<file path="config.mk">
export PLATFORM = sky130hd
export DESIGN_NAME = arb_mux_n
export DESIGN_NICKNAME = d
export VERILOG_FILES = /design/src/rtl/arb_mux_n_pkg.sv /design/src/rtl/arb_mux_n_rr_arbiter.sv /design/src/rtl/arb_mux_n.sv
export SDC_FILE = /design/constraint.sdc
export NUM_CORES = 1
export LEC_CHECK = 0
export ABC_AREA = 1
export BUFFER_PORTS_ARGS = -buffer_cell sky130_fd_sc_hd__buf_4
export CAP_MARGIN = 20
export CORE_MARGIN = 3
export CORE_UTILIZATION = 53
export DETAILED_ROUTE_END_ITERATION = 8
export PLACE_DENSITY = 0.84
export SYNTH_ARGS = -nofsm -noshare
export SYNTH_HDL_FRONTEND = slang
export SYNTH_HIERARCHICAL = 1
export SYNTH_SLANG_ARGS = --single-unit
</file>
<file path="constraint.sdc">
create_clock -name clk -period 4 [get_ports clk]
set_input_delay 0.4 -clock clk [delete_from_list [all_inputs] [get_ports clk]]
set_output_delay 0.4 -clock clk [all_outputs]
set_load 0.02 [all_outputs]
</file>
<file path="src/rtl/arb_mux_n_pkg.sv">
// Shared types for the arb_mux_n merge point: arbitration mode encoding and helpers.
// No logic, no latency, no backpressure: definitions only.
// Optional packet lock is enabled in the top by defining ARB_MUX_LOCK_EN.
package amp_mux_pkg;

    typedef enum logic [1:0] {
        ARB_RR     = 2'd0,
        ARB_FIXED  = 2'd1,
        ARB_STATIC = 2'd2,
        ARB_RSVD   = 2'd3
    } arb_mode_e;

    localparam arb_mode_e ARB_DEFAULT_MODE = ARB_RR;

    // The reserved encoding behaves exactly like round-robin.
    function automatic logic mode_is_rr(input logic [1:0] m);
        return (m == ARB_DEFAULT_MODE) || (m == ARB_RSVD);
    endfunction

endpackage

</file>
<file path="src/rtl/arb_mux_n_rr_arbiter.sv">
// Round-robin arbiter: one-hot grant to the first requester at or after ptr, wrapping.
// Latency: purely combinational.
// Backpressure: none; the caller qualifies the grant with its own load condition.
module rr_arbiter #(
    parameter int N_CH = 4,
    localparam int CW  = $clog2(N_CH)
) (
    input  logic [N_CH-1:0] req,
    input  logic [CW-1:0]   ptr,
    output logic [N_CH-1:0] gnt
);

    logic [2*N_CH-1:0] dbl_req;
    logic [N_CH-1:0]   rot_req;
    logic [N_CH-1:0]   rot_gnt;
    logic [2*N_CH-1:0] dbl_gnt;
    logic              found;

    always_comb begin
        dbl_req = {req, req} >> ptr;
        rot_req = dbl_req[N_CH-1:0];
        rot_gnt = '0;
        found   = 1'b0;
        for (int i = 0; i < N_CH; i++) begin
            if (rot_req[i] && !found) begin
                rot_gnt[i] = 1'b1;
                found      = 1'b1;
            end
        end
        // Rotate the winner back into absolute channel positions.
        dbl_gnt = {{N_CH{1'b0}}, rot_gnt} << ptr;
        gnt     = dbl_gnt[N_CH-1:0] | dbl_gnt[2*N_CH-1:N_CH];
    end

endmodule

</file>
<file path="src/rtl/arb_mux_n.sv">
// N:1 flow-controlled merge with RR/FIXED/STATIC arbitration and optional packet lock (ARB_MUX_LOCK_EN).
// Latency: 1 cycle from input accept to out_valid; one beat per cycle sustained.
// Backpressure: in_ready is zero while the output register holds an unconsumed beat.
module arb_mux_n
    import amp_mux_pkg::*;
#(
    parameter int N_CH = 4,
    parameter int DW   = 32,
    localparam int CW  = $clog2(N_CH)
) (
    input  logic               clk,
    input  logic               rst_n,
    input  logic [1:0]         mode,
    input  logic [CW-1:0]      sel,
    input  logic [N_CH-1:0]    in_valid,
    input  logic [N_CH-1:0]    in_last,
    input  logic [N_CH*DW-1:0] in_data,
    output logic [N_CH-1:0]    in_ready,
    output logic               out_valid,
    output logic [DW-1:0]      out_data,
    output logic [CW-1:0]      out_chan,
    output logic               out_last,
    input  logic               out_ready
);

    logic            out_valid_q, out_valid_d;
    logic [DW-1:0]   out_data_q,  out_data_d;
    logic [CW-1:0]   out_chan_q,  out_chan_d;
    logic            out_last_q,  out_last_d;
    logic [CW-1:0]   ptr_q,       ptr_d;
`ifdef ARB_MUX_LOCK_EN
    logic            lock_vld_q,  lock_vld_d;
    logic [CW-1:0]   lock_chan_q, lock_chan_d;
`endif

    logic            load;
    logic [N_CH-1:0] rr_gnt, fixed_gnt, static_gnt, grant, acc_vec;
    logic            accept, adv;
    logic [CW-1:0]   acc_idx;

    rr_arbiter #(.N_CH(N_CH)) u_rr (
        .req (in_valid),
        .ptr (ptr_q),
        .gnt (rr_gnt)
    );

    always_comb begin
        fixed_gnt  = in_valid & (~in_valid + N_CH'(1));
        static_gnt = '0;
        for (int i = 0; i < N_CH; i++) begin
            static_gnt[i] = in_valid[i] && (sel == CW'(i));
        end
        case (arb_mode_e'(mode))
            ARB_FIXED:  grant = fixed_gnt;
            ARB_STATIC: grant = static_gnt;
            default:    grant = rr_gnt;
        endcase
`ifdef ARB_MUX_LOCK_EN
        if (lock_vld_q) begin
            grant              = '0;
            grant[lock_chan_q] = in_valid[lock_chan_q];
        end
`endif
    end

    // rst_n gates ready so nothing is offered as accepted while reset is held.
    assign load     = !out_valid_q || out_ready;
    assign in_ready = (load && rst_n) ? grant : '0;
    assign acc_vec  = in_valid & in_ready;
    assign accept   = |acc_vec;

    always_comb begin
        acc_idx = '0;
        for (int i = 0; i < N_CH; i++) begin
            if (acc_vec[i]) acc_idx = CW'(i);
        end
    end

`ifdef ARB_MUX_LOCK_EN
    assign adv = accept && in_last[acc_idx] && mode_is_rr(mode);
`else
    assign adv = accept && mode_is_rr(mode);
`endif

    always_comb begin
        out_valid_d = out_valid_q;
        out_data_d  = out_data_q;
        out_chan_d  = out_chan_q;
        out_last_d  = out_last_q;
        ptr_d       = ptr_q;
`ifdef ARB_MUX_LOCK_EN
        lock_vld_d  = lock_vld_q;
        lock_chan_d = lock_chan_q;
        if (accept) begin
            lock_vld_d  = !in_last[acc_idx];
            lock_chan_d = acc_idx;
        end
`endif
        if (load) begin
            out_valid_d = accept;
        end
        if (accept) begin
            out_data_d = in_data[int'(acc_idx)*DW +: DW];
            out_chan_d = acc_idx;
            out_last_d = in_last[acc_idx];
        end
        if (adv) begin
            ptr_d = (acc_idx == CW'(N_CH-1)) ? '0 : acc_idx + CW'(1);
        end
    end

    always_ff @(posedge clk or negedge rst_n) begin
        if (!rst_n) begin
            out_valid_q <= 1'b0;
            out_data_q  <= '0;
            out_chan_q  <= '0;
            out_last_q  <= 1'b0;
            ptr_q       <= '0;
`ifdef ARB_MUX_LOCK_EN
            lock_vld_q  <= 1'b0;
            lock_chan_q <= '0;
`endif
        end else begin
            out_valid_q <= out_valid_d;
            out_data_q  <= out_data_d;
            out_chan_q  <= out_chan_d;
            out_last_q  <= out_last_d;
            ptr_q       <= ptr_d;
`ifdef ARB_MUX_LOCK_EN
            lock_vld_q  <= lock_vld_d;
            lock_chan_q <= lock_chan_d;
`endif
        end
    end

    assign out_valid = out_valid_q;
    assign out_data  = out_data_q;
    assign out_chan  = out_chan_q;
    assign out_last  = out_last_q;

endmodule
</file>
-- Yosys cells after proc, flatten, opt, wreduce, memory -nomap -nowiden
Cells that the tools add are included.
- bits in registers: 38
- input port bits: 143
- reductions and logical operators: 18
- muxes and demuxes: 14
- shifts and indexed selects: 3
- add/sub/neg operators: 2
- bitwise operators: 4
- order comparisons: 1
- equality and inequality tests: 7
- operators by type and width (operator ; number):
    variable part select 128 x 8 -> 32 bit ; 1
    equality test 2 bit (second input constant) ; 5
    logical AND 1 bit ; 9
    AND 4 bit ; 2
    two-way mux 1 bit ; 8
    one-hot mux 4 bit (2 select lines) ; 1
    left shift 4 x 2 -> 8 bit ; 1
    right shift 8 x 2 -> 4 bit ; 1
    two-way mux 2 bit ; 3
    adder 4 x 1 -> 4 bit (second input constant) ; 1
    equality test 2 x 1 -> 1 bit (second input constant) ; 2
    logical NOT 1 bit ; 4
    logical NOT 2 bit ; 2
    two-way mux 4 bit ; 1
    inverter 4 bit ; 1
    OR 4 bit ; 1
    OR reduction 4 bit ; 1
    < comparator 2 x 3 -> 1 bit (second input constant) ; 1
    adder 2 x 1 -> 2 bit (second input constant) ; 1
    binary-select mux 1 bit (select 2 bit) ; 1
    logical OR 1 bit ; 2

-- Logic depth before layout (Yosys ltp)
- depth after elaboration: 21
- depth in mapped cells: 23
- mapped depth without buffers: 21

-- By module
Netlist, hierarchy kept.
- by module, submodules not included (module ; instances ; cells each ; seq. area each (um^2) ; area each (um^2)):
    arb_mux_n ; 1 ; 730 ; 950.9 ; 3948.8
    rr_arbiter ; 1 ; 54 ; 0.0 ; 312.8

-- Worst setup path after synthesis
OpenSTA, ideal clock, no wires.
- path kind: flip-flop to flip-flop
- start point: register ptr_q[1]
- end point: register out_data_q[12] (netlist: out_data[12])
- period minus slack after synthesis: 2233 ps
- stages on the path, launching flop included: 22
- data required time: 3883 ps
- data arrival time: 2117 ps
- setup time: 117 ps
- setup slack: 1767 ps
- path buffers: 3
- path through: dfrtp_1 > buf_6 > inv_2 > nand3_2 > nand2_4 > nand2_4 > nor2_2 > nand2_1 > nand2_1 > nand2_1 > nand2_1 > nor2_1 > nor2_2 > nand3_2 > nand2_4 > buf_6 > buf_4 > nor2_1 > nand2_1 > nand2_1 > nand2_1 > nand2_1
- RTL lines (what ; RTL line ; source):
    start, declared ; arb_mux_n.sv:30 ; logic [CW-1:0] ptr_q, ptr_d;
    start signal, assigned ; arb_mux_n.sv:128 ; ptr_q <= ptr_d;
    right shift 8 x 2 -> 4 bit ; arb_mux_n_rr_arbiter.sv:20 ; dbl_req = {req, req} >> ptr;
    two-way mux 1 bit ; arb_mux_n_rr_arbiter.sv:25 ; if (rot_req[i] && !found) begin
    logical NOT 1 bit ; arb_mux_n_rr_arbiter.sv:25 ;
    logical AND 1 bit ; arb_mux_n_rr_arbiter.sv:25 ;
    two-way mux 1 bit ; arb_mux_n_rr_arbiter.sv:25 ;
    logical NOT 1 bit ; arb_mux_n_rr_arbiter.sv:25 ;
    logical AND 1 bit ; arb_mux_n_rr_arbiter.sv:25 ;
    two-way mux 1 bit ; arb_mux_n_rr_arbiter.sv:25 ;
    (+3 left out) ; n/a ;
    left shift 4 x 2 -> 8 bit * ; arb_mux_n_rr_arbiter.sv:31 ; dbl_gnt = {{N_CH{1'b0}}, rot_gnt} << ptr;
    OR 4 bit * ; arb_mux_n_rr_arbiter.sv:32 ; gnt = dbl_gnt[N_CH-1:0] | dbl_gnt[2*N_CH-1:N_CH];
    named net rr_gnt[2] ; arb_mux_n.sv:37 ; logic [N_CH-1:0] rr_gnt, fixed_gnt, static_gnt, grant, acc_vec;
    one-hot mux 4 bit (2 select lines) * ; arb_mux_n.sv:53 ; case (arb_mode_e'(mode))
    two-way mux 4 bit * ; arb_mux_n.sv:68 ; assign in_ready = (load && rst_n) ? grant : '0;
    AND 4 bit * ; arb_mux_n.sv:69 ; assign acc_vec = in_valid & in_ready;
    two-way mux 2 bit (2 in a row) ; arb_mux_n.sv:75 ; if (acc_vec[i]) acc_idx = CW'(i);
    variable part select 128 x 8 -> 32 bit ; arb_mux_n.sv:103 ; out_data_d = in_data[int'(acc_idx)*DW +: DW];
    end signal, assigned ; arb_mux_n.sv:125 ; out_data_q <= out_data_d;
    end, declared ; arb_mux_n.sv:27 ; logic [DW-1:0] out_data_q, out_data_d;
The timed path passes the listed nets; every way through them passes the cells marked *.
A chain may end at the register's enable or synchronous reset.

-- Final worst setup path
- start point: register ptr_q[0]
- end point: register out_chan_q[1] (netlist: out_chan[1])
- RTL lines (what ; RTL line ; source):
    right shift 8 x 2 -> 4 bit ; arb_mux_n_rr_arbiter.sv:20 ;
    two-way mux 1 bit ; arb_mux_n_rr_arbiter.sv:25 ;
    logical NOT 1 bit ; arb_mux_n_rr_arbiter.sv:25 ;
    logical AND 1 bit ; arb_mux_n_rr_arbiter.sv:25 ;
    two-way mux 1 bit ; arb_mux_n_rr_arbiter.sv:25 ;
    logical NOT 1 bit ; arb_mux_n_rr_arbiter.sv:25 ;
    logical AND 1 bit ; arb_mux_n_rr_arbiter.sv:25 ;
    two-way mux 1 bit ; arb_mux_n_rr_arbiter.sv:25 ;
    (+2 left out) ; n/a ;
    two-way mux 1 bit ; arb_mux_n_rr_arbiter.sv:25 ;
    left shift 4 x 2 -> 8 bit * ; arb_mux_n_rr_arbiter.sv:31 ;
    OR 4 bit * ; arb_mux_n_rr_arbiter.sv:32 ;
    named net rr_gnt[3] ; arb_mux_n.sv:37 ;
    one-hot mux 4 bit (2 select lines) * ; arb_mux_n.sv:53 ;
    two-way mux 4 bit * ; arb_mux_n.sv:68 ;
    AND 4 bit * ; arb_mux_n.sv:69 ;
    OR reduction 4 bit or two-way mux 2 bit (tied branches) ; arb_mux_n.sv:70, arb_mux_n.sv:75 ;
    end signal, assigned ; arb_mux_n.sv:126 ; out_chan_q <= out_chan_d;
    end, declared ; arb_mux_n.sv:28 ; logic [CW-1:0] out_chan_q, out_chan_d;
Marks and branches as above.

==> run_results.csv <==
group,metric,value,unit
clocking,clkLatencyLatePin,0.29,ns
worst_setup_path,end_kind,"flop",
timing,finClkSkew,0.00869,ns
worst_setup_path,critPathTopFamily,"simple AND/OR/NAND/NOR gates",
floorplan,core,7770,um2
placed_design,place_congestion,0.851,
timing,setup_violations,0,
clocking,path_clk_slew,0.08,ns
synth,synth_seq_cells,38,
timing,worst_slack,0.541,ns
detailed_routing,num_vias,5006,
synth,synth_top_area_share,29.2,%
worst_setup_path,crit_required,4.15,ns
run_status,status,"finished clean",
timing,slew_headroom,52.4,%
floorplan,die_area,9150,um2
final_layout,layout-drive-gt1-share,24.7,%
synth,synthTopCellsByArea,"nand2_1 29%, dfrtp_1 22%, inv_1 18%",
synth,ys_types,28,
floorplan,initial_utilization,54.9,%
synth,syn_nets,929,
global_route,grt_use_met3,4.42,%
detailed_routing,avgViaCountPerCell,4.80,
timing,rsz0062_at_grt,"no",
detailed_routing,ant_nets,0,
synth,avgSynthCellArea,5.44,um2
placed_design,dp_slack,0.538,ns
power,leakage,3.92,nW
worst_setup_path,cp-start-kind,"flop",
clocking,cts_root_buffer,"clkbuf_8",
synth,ys_warn_count,6,
worst_setup_path,critical_path_arrival,3.61,ns
power,power_density,495,nW/um2
timing,hold_slack,0.233,ns
placed_design,port_buffers,182,
timing,fin_crit,3.46,ns
global_route,top_usage_layer,"met2",
worst_setup_path,cp_slowest_cell,"dfrtp_1",
timing,tns,0,ns
detailed_routing,first_iter_violations,268,
synth,synth-seq-area-share,22.3,%
clocking,cts_hold_buffers,0,
global_route,grt_overflow_total,0,
final_layout,mostFrequentLayoutCells,"331 x nand2_1, 209 x inv_1, 187 x buf_4",
final_layout,fin_nets,1085,
global_route,grtUsageMet1,33.6,%
clocking,post_cts_buffers,0,
timing,hold_viol,0,
placed_design,hpwl,9570,um
global_route,first_global_vias,4611,
global_route,antenna_found_initial,0,
clocking,ctsResizeCount,0,
worst_setup_path,path_cells,"inv_6, nand2_2, nand3_1, nand2_2, nand2_2, o21ai_2, nand3_1, nand2_1, nor2_2, nor2_4, nand3_4, nand4_4, buf_4, inv_2, nand2_1, nand3_1",
flow_run,cap_violations,0,
synth,postSynthCellCount,784,
detailed_routing,wl_per_cell,12.6,um
floorplan,rows,32,
worst_setup_path,slowest_delay,0.63,ns
detailed_routing,drt-total-wl,13100,um
global_route,use_met2,51.6,%
floorplan,die_h,95.7,um
worst_setup_path,crit_buf_inv,3,
clocking,cts_sinks,38,
worst_setup_path,crit_type,"reg2reg",
final_layout,areaGrowthSynthToFinish,32.0,%
power,ir_worst_vdd,0.000385,V
final_layout,layout_commonest_cell,"nand2_1",
floorplan,io_pins,183,
clocking,h-tree-depth,2,
global_route,grt_max_degree,68,
timing,worst_pin_slew,0.714,ns
timing,period_share,86.5,%
synth,yosysTopAreaCell,"nand2_1",
timing,clock.fmax,289,MHz
timing,finalMaxSlewViolations,0,
power,power,2.78,mW
clocking,cts_tree,"done",
global_route,track_usage,27.7,%
synth,syn_area,4260,um2
final_layout,num_antenna_cells,0,
worst_setup_path,cp_max_fo,39,
global_route,grt_pass1_wl,20500,um
detailed_routing,drc_errors,0,
floorplan,die_w,95.7,um
clocking,cts_buffer_depth,2,
clocking,cts_buffers,5,
hold_path,hp-class,"in2async",
detailed_routing,drtPass1Iterations,5,
[Yosys cell counts]
| master | count |
|---|---|
| nand2_1 | 331 |
| buf_6 | 9 |
| nand2_2 | 5 |
| inv_2 | 5 |
| buf_2 | 16 |
| nand2_8 | 1 |
| nor2_1 | 38 |
| clkbuf_1 | 3 |
| nand3_4 | 2 |
| nand4_2 | 1 |
| ha_1 | 2 |
| inv_6 | 1 |
| nand4_1 | 40 |
| buf_4 | 9 |
| nand2_4 | 5 |
| nand4_4 | 1 |
| nor2_2 | 6 |
| o21ai_4 | 1 |
| dfrtp_1 | 38 |
| nand3_1 | 45 |
| o21ai_0 | 1 |
| inv_1 | 209 |
| buf_1 | 1 |
| nand3_2 | 6 |
| nor2_4 | 1 |
| o21ai_2 | 2 |
| a21oi_1 | 1 |
| o21ai_1 | 4 |
[state kept, by name, summed over array words and instances (netlist names)]
| name | cells |
|---|---|
| out_chan | 2 |
| out_data | 32 |
| out_last | 1 |
| out_valid | 1 |
| ptr_q | 2 |
[area by class of cell]
| cell class | count | area [um2] |
|---|---|---|
| Tap cell | 102 | 128 |
| Timing Repair Buffer | 187 | 1400 |
| Multi-Input combinational cell | 493 | 2230 |
| Clock buffer | 6 | 82.6 |
| Clock inverter | 2 | 12.5 |
| Inverter | 215 | 812 |
| Sequential cell | 38 | 951 |
| Fill cell | 694 | 2140 |
[through the flow]
step	util (%)	std cells	instance area (um2)
floorplan	-	784	4260
global placement	71.2	1035	5530
detailed placement	71.2	1035	5530
CTS	72.4	1043	5620
global route	72.4	1043	5620
finish	72.4	1043	5620
[power by group]
group | leakage (nW) | switching [mW] | total [mW] | internal, mW
clock | 0.0472 | 0.143 | 0.282 | 0.139
sequential | 0.473 | 0.164 | 0.731 | 0.567
combinational | 3.40 | 1.10 | 1.77 | 0.667
total | 3.92 | 1.41 | 2.78 | 1.37
[cells by family after synthesis]
kind of cell,count (synthesis),synth area share [%]
buffers and inverters,253,25.2
AOI/OAI and AO/OA,9,1.50
DFF,38,22.3
adders and majority gates,2,0.587
and+or+nand+nor,482,50.4
[final timing paths]
check	start	to	slack [ns]	cells past startpoint
worst max-delay path	ptr_q[0]$_DFFE_PN0P_	out_chan[1]$_DFFE_PN0P_	0.54	16
worst min-delay path	rst_n	out_data[6]$_DFFE_PN0P_	0.23	2
worst max register to register	ptr_q[0]$_DFFE_PN0P_	out_chan[1]$_DFFE_PN0P_	0.54	16
worst min register to register	out_data[23]$_DFFE_PN0P_	out_data[23]$_DFFE_PN0P_	0.49	2
max in group asynchronous	rst_n	out_chan[1]$_DFFE_PN0P_	3.41	2
min in group clk	out_ready	out_valid$_DFFE_PN0N_	0.31	2
[per-layer routing]
| layer | vias up | share of wire, % | wire length, um |
|---|---|---|---|
| met2 | 225 | 51 | 6640 |
| met3 | 13 | 8.5 | 1110 |
| met4 | 0 | 1.1 | 141 |
| met1 | 2198 | 40 | 5210 |
| met5 | - | 0 | 0 |
| li1 | 2570 | - | - |
(Power assumes the default switching activity.)
